## src/rtl/ysyx_24090003_imem_rd.sv

```systemverilog
// Instruction-memory read master: takes one fetch PC from the IFU, does a single-beat
// AXI4-Lite read, and hands back instruction/PC/fault, honouring redirect flushes.
module ysyx_24090003_imem_rd (
   input  logic        cpu_clk,
   input  logic        cpu_rs_n,
   input  logic        req_valid,
   output logic        req_ready,
   input  logic [31:0] req_pc,
   input  logic        flush,
   output logic        rsp_valid,
   input  logic        rsp_ready,
   output logic [31:0] rsp_inst,
   output logic [31:0] rsp_pc,
   output logic        rsp_fault,
   output logic [31:0] araddr,
   output logic        arvalid,
   input  logic        arready,
   input  logic [31:0] rdata,
   input  logic [1:0]  rresp,
   input  logic        rvalid,
   output logic        rready,
   output logic [31:0] fetch_cnt
);

   localparam logic [31:0] FAULT_INST = 32'h00100073;

   typedef enum logic [1:0] {
      IDLE,
      ADDR,
      DATA,
      RESP
   } state_e;

   state_e      state_q, state_d;
   logic [31:0] pc_q, pc_d;
   logic [31:0] inst_q, inst_d;
   logic [31:0] rsppc_q, rsppc_d;
   logic [31:0] cnt_q, cnt_d;
   logic        fault_q, fault_d;
   logic        drop_q, drop_d;

   always_ff @(posedge cpu_clk or negedge cpu_rs_n) begin
      if (!cpu_rs_n) begin
         state_q <= IDLE;
         pc_q    <= 32'h0;
         inst_q  <= 32'h0;
         rsppc_q <= 32'h0;
         cnt_q   <= 32'h0;
         fault_q <= 1'b0;
         drop_q  <= 1'b0;
      end else begin
         state_q <= state_d;
         pc_q    <= pc_d;
         inst_q  <= inst_d;
         rsppc_q <= rsppc_d;
         cnt_q   <= cnt_d;
         fault_q <= fault_d;
         drop_q  <= drop_d;
      end
   end

   always_comb begin
      state_d = state_q;
      pc_d    = pc_q;
      inst_d  = inst_q;
      rsppc_d = rsppc_q;
      cnt_d   = cnt_q;
      fault_d = fault_q;
      drop_d  = drop_q;
      unique case (state_q)
         IDLE: begin
            if (req_valid && !flush) begin
               pc_d = req_pc;
               if (req_pc[1:0] != 2'b00) begin
                  inst_d  = FAULT_INST;
                  fault_d = 1'b1;
                  rsppc_d = req_pc;
                  state_d = RESP;
               end else begin
                  state_d = ADDR;
               end
            end
         end
         // The address cannot be withdrawn once offered, so a flush only marks the beat for discard.
         ADDR: begin
            if (flush) drop_d = 1'b1;
            if (arready) state_d = DATA;
         end
         DATA: begin
            if (rvalid) begin
               if (drop_q || flush) begin
                  drop_d  = 1'b0;
                  state_d = IDLE;
               end else begin
                  inst_d  = (rresp != 2'b00) ? FAULT_INST : rdata;
                  fault_d = (rresp != 2'b00);
                  rsppc_d = pc_q;
                  state_d = RESP;
               end
            end else if (flush) begin
               drop_d = 1'b1;
            end
         end
         RESP: begin
            if (flush) begin
               state_d = IDLE;
            end else if (rsp_ready) begin
               cnt_d   = cnt_q + 32'h1;
               state_d = IDLE;
            end
         end
         default: state_d = IDLE;
      endcase
   end

   assign req_ready = (state_q == IDLE);
   assign arvalid   = (state_q == ADDR);
   assign rready    = (state_q == DATA);
   assign rsp_valid = (state_q == RESP);
   assign araddr    = pc_q;
   assign rsp_inst  = inst_q;
   assign rsp_pc    = rsppc_q;
   assign rsp_fault = fault_q;
   assign fetch_cnt = cnt_q;

endmodule

```

## config.mk

```make
export PLATFORM = sky130hd
export DESIGN_NAME = ysyx_24090003_imem_rd
export DESIGN_NICKNAME = d
export VERILOG_FILES = /design/src/rtl/ysyx_24090003_imem_rd.sv
export SDC_FILE = /design/constraint.sdc
export NUM_CORES = 1
export LEC_CHECK = 0
export CORE_ASPECT_RATIO = 0.75
export CORE_MARGIN = 2
export CORE_UTILIZATION = 48
export CTS_BUF_LIST = sky130_fd_sc_hd__clkbuf_16
export CTS_CLUSTER_SIZE = 24
export DETAILED_ROUTE_END_ITERATION = 8
export PLACE_DENSITY = 0.86
export SYNTH_ARGS = -nofsm -noshare
export SYNTH_HDL_FRONTEND = slang
export SYNTH_SLANG_ARGS = --single-unit
```

## constraint.sdc

```tcl
create_clock -name cpu_clk -period 4.6 [get_ports cpu_clk]
set_input_delay 0.46 -clock cpu_clk [delete_from_list [all_inputs] [get_ports cpu_clk]]
set_output_delay 0.46 -clock cpu_clk [all_outputs]
set_load 0.05 [all_outputs]
```

==> impl_results.html, run 1 <==
<table>
<tr><th>Metric</th><th>Value</th></tr>
<tr><th colspan="2">Layout</th></tr>
<tr><td>Number of inserted diodes</td><td>0</td></tr>
<tr><td>Seq. cell area</td><td>0.00330 mm²</td></tr>
<tr><td>Post-layout nets</td><td>726</td></tr>
<tr><td>Non-filler cells in the finished layout</td><td>800</td></tr>
<tr><td>End-of-flow core utilization</td><td>75.0%</td></tr>
<tr><td>Filler cell count</td><td>708</td></tr>
<tr><td>Multi-input gate area</td><td>~0.0021 mm²</td></tr>
<tr><td>Fraction of final layout cells with drive strength greater than 1</td><td>11.5%</td></tr>
<tr><td>P&amp;R area growth vs syn</td><td>51.0%</td></tr>
<tr><th colspan="2">Logic synthesis</th></tr>
<tr><td>Number of different library cells in the post-synthesis netlist</td><td>35</td></tr>
<tr><td>Instance count of the mapped netlist</td><td>437</td></tr>
<tr><td>Number of enable-type register cells in the synthesized netlist</td><td>0</td></tr>
<tr><td>Post-synthesis net count</td><td>516</td></tr>
<tr><td>Share of synthesized flip-flops with an asynchronous set or reset</td><td>between 90% and 100%</td></tr>
<tr><td>Netlist area before placement</td><td>0.00548 mm²</td></tr>
<tr><td>Share of synthesized area occupied by flip-flops and latches</td><td>60.3%</td></tr>
<tr><td>Dominant synthesized flop cell</td><td>sky130_fd_sc_hd__dfrtp_1</td></tr>
<tr><td>Ranking of synthesized cells by area</td><td>sky130_fd_sc_hd__dfrtp_1 60%, sky130_fd_sc_hd__mux2_2 6.8%, sky130_fd_sc_hd__mux2i_1 5.8%</td></tr>
<tr><td>Biggest area consumer among synthesized cells</td><td>sky130_fd_sc_hd__dfrtp_1</td></tr>
<tr><td>Flip-flop and latch count after synthesis</td><td>132</td></tr>
<tr><td>Cell with the most instances after synthesis</td><td>sky130_fd_sc_hd__dfrtp_1</td></tr>
<tr><td>Warnings, synthesis</td><td>0</td></tr>
<tr><td>List of most frequent post-synthesis cells</td><td>132 x sky130_fd_sc_hd__dfrtp_1, 45 x sky130_fd_sc_hd__nand2_1, 34 x sky130_fd_sc_hd__o21ai_0</td></tr>
<tr><td>Top cell type's share of synthesized area</td><td>60.3%</td></tr>
<tr><td>Syn_area_per_cell</td><td>12.5 µm²</td></tr>
<tr><th colspan="2">Global route</th></tr>
<tr><td>Via count of the first global-routing pass</td><td>between 4k and 5k</td></tr>
<tr><td>Overall fraction of global-route tracks in use</td><td>25.5%</td></tr>
<tr><td>Pin count of the biggest net entering global routing</td><td>between 50 and 60</td></tr>
<tr><td>Global-route wire length before repair</td><td>23700 µm</td></tr>
<tr><td>GR Overflow Total</td><td>0</td></tr>
<tr><td>Number of antenna violations at the first check in global routing</td><td>0</td></tr>
<tr><th colspan="2">Timing</th></tr>
<tr><td>Number of hold violations in the final report</td><td>0</td></tr>
<tr><td>Worst slew pin tran</td><td>around 930 ps</td></tr>
<tr><td>Setup repair after global routing missed its margin</td><td>no</td></tr>
<tr><td>Max-slew violation total from the final report</td><td>0</td></tr>
<tr><td>Setup TNS after final layout</td><td>0 ps</td></tr>
<tr><td>Upper clock frequency limit</td><td>306 MHz</td></tr>
<tr><td>Post-layout min period</td><td>between 3000 and 4000 ps</td></tr>
<tr><td>Final cycle utilization of the critical path</td><td>71.1%</td></tr>
<tr><td>Maximum clock skew at final layout</td><td>9.77 ps</td></tr>
<tr><td>Final setup violation count</td><td>0</td></tr>
<tr><td>Worst slew margin relative to its limit</td><td>approximately two fifths</td></tr>
<tr><th colspan="2">Floorplanning</th></tr>
<tr><td># IOs</td><td>206</td></tr>
<tr><td>Die H</td><td>96.5 µm</td></tr>
<tr><td>Core Box Area</td><td>0.0110 mm²</td></tr>
<tr><td>FP Rows</td><td>33</td></tr>
<tr><td>Starting utilization of the core area</td><td>49.7%</td></tr>
<tr><td>Die width</td><td>about 130 µm</td></tr>
<tr><td>Area of the die</td><td>approximately 0.012 mm²</td></tr>
<tr><th colspan="2">Critical path</th></tr>
<tr><td>Start-to-end type of the worst setup path</td><td>reg -&gt; out</td></tr>
<tr><td>Maximum fanout count along the critical path</td><td>26</td></tr>
<tr><td>Critical Path, Cell by Cell</td><td>inv_1 -&gt; ha_2 -&gt; buf_4 -&gt; clkdlybuf4s50_1</td></tr>
<tr><td>Slowest-stage cell, CP</td><td>sky130_fd_sc_hd__clkdlybuf4s50_1</td></tr>
<tr><td>Arrival time at the worst endpoint</td><td>2810 ps</td></tr>
<tr><td>Delay of the slowest cell on the worst path</td><td>900 ps</td></tr>
<tr><td>Launching element type of the critical path</td><td>flop</td></tr>
<tr><td>Source of the worst register-to-register timing path</td><td>state_q[0]$_DFFE_PN0P_</td></tr>
<tr><td>Launch point of the critical path</td><td>state_q[0]$_DFFE_PN0P_</td></tr>
<tr><td>Data required, critical path</td><td>between 4000 and 5000 ps</td></tr>
<tr><td>Element type at the critical path end</td><td>primary output</td></tr>
<tr><th colspan="2">Routing</th></tr>
<tr><td>Via total after detailed routing</td><td>approximately 4.3k</td></tr>
<tr><td>Met3 Routed Length</td><td>1370 µm</td></tr>
<tr><td>Uppermost layer routed</td><td>met4</td></tr>
<tr><td>Met2 Routed Length</td><td>7430 µm</td></tr>
<tr><td>Total detailed-routing wirelength</td><td>between 15000 and 20000 µm</td></tr>
<tr><td>First-pass iteration count of the detailed router</td><td>5</td></tr>
<tr><td>Detailed router's first-iteration violation count</td><td>315</td></tr>
<tr><td>Total routed wire length on the met1 layer</td><td>6030 µm</td></tr>
<tr><td>Vias/cell</td><td>5.38</td></tr>
<tr><td>Detail Route Antenna Nets</td><td>0</td></tr>
<tr><td># DRC</td><td>0</td></tr>
<tr><td>Detail-routed net length per standard cell</td><td>18.8 µm</td></tr>
<tr><th colspan="2">Hold path</th></tr>
<tr><td>Classification of the worst-slack hold path</td><td>in -&gt; async</td></tr>
<tr><th colspan="2">Outcome</th></tr>
<tr><td>Result of the run</td><td>finished, final reports clean</td></tr>
<tr><th colspan="2">Pwr</th></tr>
<tr><td>PD cells</td><td>714 mW/mm²</td></tr>
<tr><td>P_leak</td><td>~3.6 nW</td></tr>
<tr><td>Max rail drop VDD</td><td>0.585 mV</td></tr>
<tr><td>Total design power</td><td>5.90 mW</td></tr>
<tr><th colspan="2">Clock tree</th></tr>
<tr><td>CTS Hold Bufs</td><td>0</td></tr>
<tr><td>TritonCTS clock tree</td><td>yes</td></tr>
<tr><td>H-Tree Depth</td><td>4</td></tr>
<tr><td>Clock transition at the registers of the reported paths</td><td>about 60 ps</td></tr>
<tr><td>Cells resized by post-CTS repair</td><td>0</td></tr>
<tr><td>Count of buffers added by post-CTS timing repair for setup</td><td>0</td></tr>
<tr><td>Buffer levels on the longest clock path</td><td>2</td></tr>
<tr><td>Num Clock Sinks</td><td>132</td></tr>
<tr><td>Root buf cell</td><td>sky130_fd_sc_hd__clkbuf_16</td></tr>
<tr><td>Worst-skew pair later-pin latency</td><td>410 ps</td></tr>
<tr><td>CTS buffer count</td><td>17</td></tr>
<tr><th colspan="2">Placed design</th></tr>
<tr><td>Final HPWL DP</td><td>about 11000 µm</td></tr>
<tr><td>Placer's final routability congestion estimate</td><td>0.821</td></tr>
<tr><td>Number of I/O port buffers</td><td>just over 200</td></tr>
<tr><td>Inst Count DP</td><td>approximately 770</td></tr>
<tr><th colspan="2">Flow run</th></tr>
<tr><td>Maxcap violations</td><td>0</td></tr>
</table>
==> final cells by class <==
type                    instances  share of cell area [%]
multi-input cells             283                    25.4
inverters                       2                  0.0907
repair buffers                211                    25.3
clock buffers                  17                    5.14
clock inverters                15                    1.98
flip-flops and latches        132                    39.9
well taps                     140                    2.12
==> cell families (layout without fill, tap and decap cells) <==
family | count (synthesis) | in the layout | synth area share (%)
xor gates and xnor gates | 31 | 31 | 4.95
adders and majority gates | 6 | 6 | 1.37
muxes | 65 | 65 | 12.6
AOI/OAI and AO/OA | 75 | 75 | 9.22
buffers and inverters | 22 | 245 | 1.60
DFF | 132 | 132 | 60.3
and+or+nand+nor | 106 | 106 | 9.95
==> path summary, 6_finish.rpt <==
check	cells past startpoint	to	slack, ps
max reg2reg	6	rsp_inst[17]$_DFFE_PN0P_	1630
max	4	rready	1330
max in group asynchronous	2	fetch_cnt[0]$_DFFE_PN0P_	3580
min reg2reg	1	fetch_cnt[31]$_DFFE_PN0P_	470
min in group cpu_clk	1	fetch_cnt[31]$_DFFE_PN0P_	470
min	1	rsp_inst[20]$_DFFE_PN0P_	3
==> report_power, final <==
part,switching (mW),internal (mW),leakage [nW]
Clock,0.502,0.845,0.278
Sequential,0.246,1.49,1.69
Combinational,1.85,0.969,1.63
Total,2.60,3.30,3.60
==> sequential cells by signal, indices dropped and copies added, names as in the netlist <==
name       count
rsp_fault      1
rsp_inst      32
araddr        32
fetch_cnt     32
state_q        2
drop_q         1
rsp_pc        32
==> routing by layer <==
layer / up-vias / track usage (%)
met3: 21 / 10.6
met2: 191 / 43.3
met4: 0 / 7.88
li1: 1970 / -
met5: - / 0
met1: 2119 / 30.0
==> metrics by stage <==
step                hold slack (ps)  instance area (µm²)  worst slack [ps]
floorplan                       164                 5480              2280
global route                   30.1                 8270              1220
global placement                426                 7680              1790
CTS                            6.03                 8270              1320
finish                         2.86                 8270              1330
detailed placement              437                 7680              1640
==> placed cells by master, fill, tap and decap left out, drive strengths merged, types with 2 or more instances in the layout <==
cell type	instances
nor2b	3
ha	6
xnor2	21
inv	3
and3	10
and2	2
clkinv	7
nand4	7
bufinv	3
mux2i	32
xor2	10
a22o	26
nor3b	2
mux2	33
clkdlybuf4s50	204
clkinvlp	4
a31oi	2
a21oi	3
buf	7
clkbuf	17
dfrtp	132
o21ai	36
nor2	12
nor4	3
nand2	45
nand3	16
o22a	6
==> critical path: cells and delay by family, from the launching register on <==
kind	cells	cell delay (ps)
flip-flops	1	420
buffers and inverters	3	1520
adder cells (fa/ha/maj)	1	450
(Power assumes the default switching activity.)
==> run 2: changes to the inputs <==
--- a/config.mk
+++ b/config.mk
@@ -7,11 +7,11 @@
 export LEC_CHECK = 0
 export CORE_ASPECT_RATIO = 0.75
 export CORE_MARGIN = 2
-export CORE_UTILIZATION = 48
+export CORE_UTILIZATION = 40
 export CTS_BUF_LIST = sky130_fd_sc_hd__clkbuf_16
 export CTS_CLUSTER_SIZE = 24
 export DETAILED_ROUTE_END_ITERATION = 8
-export PLACE_DENSITY = 0.86
+export PLACE_DENSITY = 0.77
 export SYNTH_ARGS = -nofsm -noshare
 export SYNTH_HDL_FRONTEND = slang
 export SYNTH_SLANG_ARGS = --single-unit
==> constraint.sdc (replaced) <==
create_clock -name cpu_clk -period 2.9 [get_ports cpu_clk]
set_input_delay 0.29 -clock cpu_clk [delete_from_list [all_inputs] [get_ports cpu_clk]]
set_output_delay 0.29 -clock cpu_clk [all_outputs]
set_load 0.05 [all_outputs]
==> impl_results.html, run 2 (synthesis results as in run 1) <==
<table>
<tr><th>Metric</th><th>Value</th></tr>
<tr><th colspan="2">Outcome</th></tr>
<tr><td>Result of the run</td><td>finished, final reports clean</td></tr>
<tr><th colspan="2">Timing</th></tr>
<tr><td>Worst slew margin relative to its limit</td><td>between 50% and 60%</td></tr>
<tr><td>Worst slew pin tran</td><td>712 ps</td></tr>
<tr><td>Upper clock frequency limit</td><td>just over 400 MHz</td></tr>
<tr><td>Max-slew violation total from the final report</td><td>0</td></tr>
<tr><td>Setup repair after global routing missed its margin</td><td>no</td></tr>
<tr><td>Post-layout min period</td><td>2410 ps</td></tr>
<tr><td>Number of hold violations in the final report</td><td>0</td></tr>
<tr><td>Final cycle utilization of the critical path</td><td>between 80% and 90%</td></tr>
<tr><td>Hold Slack</td><td>between 400 and 500 ps</td></tr>
<tr><td>Maximum clock skew at final layout</td><td>7.56 ps</td></tr>
<tr><td>Setup TNS after final layout</td><td>0 ps</td></tr>
<tr><td>Final setup violation count</td><td>0</td></tr>
<tr><th colspan="2">Clock tree</th></tr>
<tr><td>Buffer levels on the longest clock path</td><td>2</td></tr>
<tr><td>TritonCTS clock tree</td><td>yes</td></tr>
<tr><td>Clock transition at the registers of the reported paths</td><td>60 ps</td></tr>
<tr><td>Worst-skew pair later-pin latency</td><td>between 400 and 500 ps</td></tr>
<tr><td>Num Clock Sinks</td><td>between 100 and 150</td></tr>
<tr><td>Count of buffers added by post-CTS timing repair for setup</td><td>0</td></tr>
<tr><td>H-Tree Depth</td><td>4</td></tr>
<tr><td>Cells resized by post-CTS repair</td><td>0</td></tr>
<tr><td>CTS Hold Bufs</td><td>1</td></tr>
<tr><td>CTS buffer count</td><td>17</td></tr>
<tr><td>Root buf cell</td><td>sky130_fd_sc_hd__clkbuf_16</td></tr>
<tr><th colspan="2">Layout</th></tr>
<tr><td>P&amp;R area growth vs syn</td><td>51.1%</td></tr>
<tr><td>Most frequent cells in the layout</td><td>204 x sky130_fd_sc_hd__clkdlybuf4s50_1, 132 x sky130_fd_sc_hd__dfrtp_1, 45 x sky130_fd_sc_hd__nand2_1</td></tr>
<tr><td>Most common library cell in the layout ignoring fill and taps</td><td>sky130_fd_sc_hd__clkdlybuf4s50_1</td></tr>
<tr><td>Seq. cell area</td><td>0.00330 mm²</td></tr>
<tr><td>Filler cell count</td><td>around 1.1k</td></tr>
<tr><td>Area of all placed cells without fillers</td><td>0.00828 mm²</td></tr>
<tr><td>Multi-input gate area</td><td>0.00210 mm²</td></tr>
<tr><td>Number of inserted diodes</td><td>0</td></tr>
<tr><td>Post-layout nets</td><td>728</td></tr>
<tr><td>Fraction of final layout cells with drive strength greater than 1</td><td>11.0%</td></tr>
<tr><th colspan="2">Global route</th></tr>
<tr><td>Global-route wire length before repair</td><td>23100 µm</td></tr>
<tr><td>Via count of the first global-routing pass</td><td>4444</td></tr>
<tr><td>Number of antenna violations at the first check in global routing</td><td>0</td></tr>
<tr><td>Pin count of the biggest net entering global routing</td><td>57</td></tr>
<tr><td>GR Overflow Total</td><td>0</td></tr>
<tr><td>Overall fraction of global-route tracks in use</td><td>20.0%</td></tr>
<tr><th colspan="2">Routing</th></tr>
<tr><td>First-pass iteration count of the detailed router</td><td>4</td></tr>
<tr><td>Detail-routed net length per standard cell</td><td>16.9 µm</td></tr>
<tr><td>Total detailed-routing wirelength</td><td>14200 µm</td></tr>
<tr><td>Detailed router's first-iteration violation count</td><td>137</td></tr>
<tr><td>Vias/cell</td><td>5.05</td></tr>
<tr><td># DRC</td><td>0</td></tr>
<tr><td>Via total after detailed routing</td><td>4227</td></tr>
<tr><td>Detail Route Antenna Nets</td><td>0</td></tr>
<tr><th colspan="2">Critical path</th></tr>
<tr><td>End of the worst register-to-register path</td><td>fetch_cnt[21]$_DFFE_PN0P_</td></tr>
<tr><td>Start-to-end type of the worst setup path</td><td>reg -&gt; out</td></tr>
<tr><td>Data required, critical path</td><td>2610 ps</td></tr>
<tr><td>Slowest-stage cell, CP</td><td>sky130_fd_sc_hd__clkdlybuf4s50_1</td></tr>
<tr><td>Source of the worst register-to-register timing path</td><td>state_q[1]$_DFFE_PN0P_</td></tr>
<tr><td>Launching element type of the critical path</td><td>flop</td></tr>
<tr><td>Maximum fanout count along the critical path</td><td>9</td></tr>
<tr><td>Cell depth of the worst flop-to-flop path</td><td>6</td></tr>
<tr><td>Element type at the critical path end</td><td>primary output</td></tr>
<tr><td>Reg-to-reg setup timing slack</td><td>910 ps</td></tr>
<tr><td>Delay of the slowest cell on the worst path</td><td>860 ps</td></tr>
<tr><td>Arrival time at the worst endpoint</td><td>2120 ps</td></tr>
<tr><td>Launch point of the critical path</td><td>state_q[0]$_DFFE_PN0P_</td></tr>
<tr><td>Critical Path, Cell by Cell</td><td>inv_1 -&gt; ha_2 -&gt; clkdlybuf4s50_1</td></tr>
<tr><th colspan="2">Placed design</th></tr>
<tr><td>Number of I/O port buffers</td><td>slightly above 200</td></tr>
<tr><td>Placement-stage cell area</td><td>0.00775 mm²</td></tr>
<tr><td>Placer's final routability congestion estimate</td><td>0.786</td></tr>
<tr><td>Final HPWL DP</td><td>10300 µm</td></tr>
<tr><th colspan="2">Pwr</th></tr>
<tr><td>PD cells</td><td>1100 mW/mm²</td></tr>
<tr><td>Max rail drop VDD</td><td>0.973 mV</td></tr>
<tr><td>P_leak</td><td>3.59 nW</td></tr>
<tr><th colspan="2">Floorplanning</th></tr>
<tr><td>Core Box Area</td><td>0.0136 mm²</td></tr>
<tr><td>Die width</td><td>roughly 140 µm</td></tr>
<tr><td>Area of the die</td><td>approximately 0.015 mm²</td></tr>
<tr><td>FP Rows</td><td>37</td></tr>
<tr><td>Starting utilization of the core area</td><td>40.4%</td></tr>
<tr><td># IOs</td><td>206</td></tr>
<tr><td>Die H</td><td>105 µm</td></tr>
<tr><th colspan="2">Hold path</th></tr>
<tr><td>Classification of the worst-slack hold path</td><td>in -&gt; async</td></tr>
<tr><th colspan="2">Flow run</th></tr>
<tr><td>Maxcap violations</td><td>0</td></tr>
</table>
## run 2: cell types whose count changed in the layout (fill, tap and decap cells not counted)
cell / before / now
sky130_fd_sc_hd__buf_12: 0 / 1
sky130_fd_sc_hd__bufinv_16: 3 / 1
sky130_fd_sc_hd__clkinv_1: 3 / 5
sky130_fd_sc_hd__clkinv_2: 3 / 4
sky130_fd_sc_hd__clkinvlp_4: 4 / 2
sky130_fd_sc_hd__dlygate4sd3_1: 0 / 1
sky130_fd_sc_hd__inv_1: 2 / 4
sky130_fd_sc_hd__inv_6: 1 / 0
## run 2: metrics by stage
stage	util, %	total power [mW]	std cells	worst slack, ps
floorplan	-	5.64	437	582
global placement	57.1	7.13	804	716
detailed placement	57.1	7.23	804	650
CTS	61.1	9.18	837	470
global route	61.1	9.55	837	402
finish	61.1	9.10	837	491
## run 2: final cells by class
class                      instances  area share (%)
clock inverter                    15            1.21
timing repair buffer             213            25.6
sequential                       132            39.9
inverter                           2          0.0906
clock buffer                      17            5.14
tap                              175            2.64
multi-input combinational        283            25.4
## run 2: critical path, delay by kind of cell (launching register included)
family,cells,cell delay (ps)
buffers and inverters,2,990
adders and majority gates,1,310
DFF,1,410
## run 2: worst max path at each step
stage	to	slack, ps	cells after the start
4_1_cts	rready	470	3
5_1_grt	rready	400	3
2_1_floorplan	rsp_inst[14]$_DFFE_PN0P_	580	8
3_5_place_dp	fetch_cnt[21]$_DFFE_PN0P_	650	6
3_3_place_gp	fetch_cnt[23]$_DFFE_PN0P_	720	6
6_report	rready	490	3
## run 2: report_power, final
part	total, mW	leakage (nW)	internal [mW]	switching, mW
registers	2.74	1.69	2.37	0.377
clock network	1.91	0.262	1.15	0.760
logic	4.44	1.65	1.54	2.91
total	9.10	3.59	5.05	4.04
## run 2: layer usage
metal  track usage, %  vias to the layer above  routed length [µm]  share of wire [%]
met1             24.7                     2088                6050                 43
met2             32.2                      145                6660                 47
met3             8.77                       12                1300                9.2
li1                 -                     1982                   -                  -
met4             5.41                        0                 150                1.1
met5                0                        -                   0                  0
==> run 3: changes to the inputs <==
==> constraint.sdc (replaced) <==
create_clock -name cpu_clk -period 2.21 [get_ports cpu_clk]
set_input_delay 0.221 -clock cpu_clk [delete_from_list [all_inputs] [get_ports cpu_clk]]
set_output_delay 0.221 -clock cpu_clk [all_outputs]
set_load 0.05 [all_outputs]
==> impl_results.html, run 3 (synthesis results as in run 1) <==
<table>
<tr><th>Metric</th><th>Value</th></tr>
<tr><th colspan="2">Outcome</th></tr>
<tr><td>Result of the run</td><td>finished, final reports clean</td></tr>
<tr><th colspan="2">Hold path</th></tr>
<tr><td>Classification of the worst-slack hold path</td><td>in -&gt; async</td></tr>
<tr><th colspan="2">Timing</th></tr>
<tr><td>Maximum clock skew at final layout</td><td>8.80 ps</td></tr>
<tr><td>Final setup violation count</td><td>0</td></tr>
<tr><td>Upper clock frequency limit</td><td>489 MHz</td></tr>
<tr><td>Final cycle utilization of the critical path</td><td>92.5%</td></tr>
<tr><td>Hold Slack</td><td>around 300 ps</td></tr>
<tr><td>Post-layout min period</td><td>2040 ps</td></tr>
<tr><td>Setup repair after global routing missed its margin</td><td>no</td></tr>
<tr><td>Setup TNS after final layout</td><td>0 ps</td></tr>
<tr><td>Number of hold violations in the final report</td><td>0</td></tr>
<tr><td>Worst slew margin relative to its limit</td><td>between 60% and 70%</td></tr>
<tr><td>Worst slew pin tran</td><td>roughly 570 ps</td></tr>
<tr><td>Max-slew violation total from the final report</td><td>0</td></tr>
<tr><th colspan="2">Routing</th></tr>
<tr><td>Vias/cell</td><td>5.14</td></tr>
<tr><td>First-pass iteration count of the detailed router</td><td>4</td></tr>
<tr><td># DRC</td><td>0</td></tr>
<tr><td>Detail-routed net length per standard cell</td><td>between 15 and 20 µm</td></tr>
<tr><td>Total detailed-routing wirelength</td><td>approximately 15000 µm</td></tr>
<tr><td>Detailed router's first-iteration violation count</td><td>129</td></tr>
<tr><td>Uppermost layer routed</td><td>met4</td></tr>
<tr><td>Met3 Routed Length</td><td>1180 µm</td></tr>
<tr><td>Total routed wire length on the met1 layer</td><td>6180 µm</td></tr>
<tr><td>Met2 Routed Length</td><td>6990 µm</td></tr>
<tr><td>Via total after detailed routing</td><td>4321</td></tr>
<tr><td>Detail Route Antenna Nets</td><td>0</td></tr>
<tr><th colspan="2">Placed design</th></tr>
<tr><td>Final HPWL DP</td><td>10300 µm</td></tr>
<tr><td>Number of I/O port buffers</td><td>slightly above 200</td></tr>
<tr><td>Inst Count DP</td><td>807</td></tr>
<tr><td>Placer's final routability congestion estimate</td><td>0.855</td></tr>
<tr><td>Placement-stage cell area</td><td>0.00784 mm²</td></tr>
<tr><th colspan="2">Critical path</th></tr>
<tr><td>Launching element type of the critical path</td><td>flop</td></tr>
<tr><td>Element type at the critical path end</td><td>flop</td></tr>
<tr><td>Start-to-end type of the worst setup path</td><td>reg -&gt; reg</td></tr>
<tr><td>Data required, critical path</td><td>2500 ps</td></tr>
<tr><td>Maximum fanout count along the critical path</td><td>5</td></tr>
<tr><td>Arrival time at the worst endpoint</td><td>approximately 2300 ps</td></tr>
<tr><th colspan="2">Floorplanning</th></tr>
<tr><td>Die width</td><td>139 µm</td></tr>
<tr><td>Die H</td><td>105 µm</td></tr>
<tr><td>Area of the die</td><td>0.0147 mm²</td></tr>
<tr><td>FP Rows</td><td>37</td></tr>
<tr><td># IOs</td><td>206</td></tr>
<tr><td>Starting utilization of the core area</td><td>40.4%</td></tr>
<tr><td>Core Box Area</td><td>0.0136 mm²</td></tr>
<tr><th colspan="2">Global route</th></tr>
<tr><td>GR Overflow Total</td><td>0</td></tr>
<tr><td>Via count of the first global-routing pass</td><td>between 4k and 5k</td></tr>
<tr><td>Pin count of the biggest net entering global routing</td><td>56</td></tr>
<tr><td>Overall fraction of global-route tracks in use</td><td>20.5%</td></tr>
<tr><td>Number of antenna violations at the first check in global routing</td><td>0</td></tr>
<tr><td>Global-route wire length before repair</td><td>23800 µm</td></tr>
<tr><th colspan="2">Pwr</th></tr>
<tr><td>Comb pwr share</td><td>47.8%</td></tr>
<tr><td>PD cells</td><td>1480 mW/mm²</td></tr>
<tr><td>Clock network fraction of design power</td><td>roughly a quarter</td></tr>
<tr><td>Max rail drop VDD</td><td>between 1 and 1.5 mV</td></tr>
<tr><td>Power share of the sequential group</td><td>28.7%</td></tr>
<tr><td>Sw power</td><td>5.41 mW</td></tr>
<tr><td>P_leak</td><td>~3.7 nW</td></tr>
<tr><td>Cell-internal power</td><td>7.11 mW</td></tr>
<tr><td>Switching share of total power</td><td>43.2%</td></tr>
<tr><th colspan="2">Clock tree</th></tr>
<tr><td>H-Tree Depth</td><td>4</td></tr>
<tr><td>Count of buffers added by post-CTS timing repair for setup</td><td>0</td></tr>
<tr><td>Worst-skew pair later-pin latency</td><td>410 ps</td></tr>
<tr><td>TritonCTS clock tree</td><td>yes</td></tr>
<tr><td>CTS buffer count</td><td>17</td></tr>
<tr><td>Buffer levels on the longest clock path</td><td>2</td></tr>
<tr><td>Root buf cell</td><td>sky130_fd_sc_hd__clkbuf_16</td></tr>
<tr><td>Num Clock Sinks</td><td>between 100 and 150</td></tr>
<tr><td>Clock transition at the registers of the reported paths</td><td>60 ps</td></tr>
<tr><th colspan="2">Layout</th></tr>
<tr><td>Most common library cell in the layout ignoring fill and taps</td><td>sky130_fd_sc_hd__clkdlybuf4s50_1</td></tr>
<tr><td>Most frequent cells in the layout</td><td>200 x sky130_fd_sc_hd__clkdlybuf4s50_1, 132 x sky130_fd_sc_hd__dfrtp_1, 45 x sky130_fd_sc_hd__nand2_1</td></tr>
<tr><td>Non-filler cells in the finished layout</td><td>840</td></tr>
<tr><td>Area of all placed cells without fillers</td><td>0.00848 mm²</td></tr>
<tr><td>Number of inserted diodes</td><td>0</td></tr>
<tr><td>Post-layout nets</td><td>731</td></tr>
<tr><td>Fraction of final layout cells with drive strength greater than 1</td><td>12.2%</td></tr>
<tr><td>P&amp;R area growth vs syn</td><td>54.7%</td></tr>
<tr><th colspan="2">Flow run</th></tr>
<tr><td>Maxcap violations</td><td>0</td></tr>
</table>
[run 3: changes by cell type in the layout (fill, tap and decap cells not counted), moves of 2 or more]
cell	before	now
sky130_fd_sc_hd__buf_12	1	7
sky130_fd_sc_hd__clkdlybuf4s50_1	204	200
sky130_fd_sc_hd__bufinv_16	1	4
sky130_fd_sc_hd__clkinv_2	4	1
sky130_fd_sc_hd__buf_4	7	5
sky130_fd_sc_hd__clkinv_4	1	3
sky130_fd_sc_hd__inv_1	4	2
[run 3: final timing paths]
path / start / endpoint / slack, ps / cells after the start
worst max-delay path: state_q[1]$_DFFE_PN0P_ / fetch_cnt[21]$_DFFE_PN0P_ / 170 / 6
worst min-delay path: cpu_rs_n / fetch_cnt[26]$_DFFE_PN0P_ / 300 / 2
worst max register to register: state_q[1]$_DFFE_PN0P_ / fetch_cnt[21]$_DFFE_PN0P_ / 170 / 6
worst min register to register: rsp_pc[10]$_DFFE_PN0P_ / rsp_pc[10]$_DFFE_PN0P_ / 480 / 2
max in group asynchronous: cpu_rs_n / araddr[5]$_DFFE_PN0P_ / 1120 / 3
min in group cpu_clk: rdata[1] / rsp_inst[1]$_DFFE_PN0P_ / 400 / 2
[run 3: worst max-delay path, cell delays in order (launching register included)]
cell,delay [ps]
sky130_fd_sc_hd__dfrtp_1,410
sky130_fd_sc_hd__ha_1,290
sky130_fd_sc_hd__nand4b_1,190
sky130_fd_sc_hd__or3_1,470
sky130_fd_sc_hd__nor4_4,250
sky130_fd_sc_hd__nand3_1,150
sky130_fd_sc_hd__xnor2_1,160
[run 3: layout make-up]
cell class	count	area, µm²
sequential	132	3300
multi-input combinational	283	2110
fill	1036	5090
clock buffer	17	425
tap	175	219
clock inverter	15	189
inverter	2	7.51
timing repair buffer	216	2220
[run 3: layer usage]
metal	up-vias	global-route usage (%)
met1	2141	26.0
met5	-	0
met3	22	7.63
met2	166	32.7
met4	0	7.14
li1	1992	-
[run 3: per-stage QoR]
stage	setup WS [ps]	utilization [%]	total power [mW]
CTS	21.8	62.4	12.6
finish	166	62.5	12.5
detailed placement	97.3	57.8	9.62
floorplan	15.7	-	7.40
global placement	222	57.8	9.50
global route	78.2	62.5	13.1
[run 3: timing repair]
action,CTS,global route
pin swaps,0,0
setup endpoints to repair,1,2
hold endpoints to repair,48,0
hold buffers,1,0
resized for setup,1,2
[run 3: power by group through the flow]
| stage | clock (mW) | combinational [mW] | sequential [mW] |
|---|---|---|---|
| after floorplan | 0 | 1.63 | 5.77 |
| after global placement | 0 | 5.93 | 3.57 |
| after detailed placement | 0 | 6.01 | 3.62 |
| after CTS | 3.00 | 6.03 | 3.60 |
| after global routing | 3.12 | 6.31 | 3.69 |
| final | 2.95 | 5.98 | 3.59 |
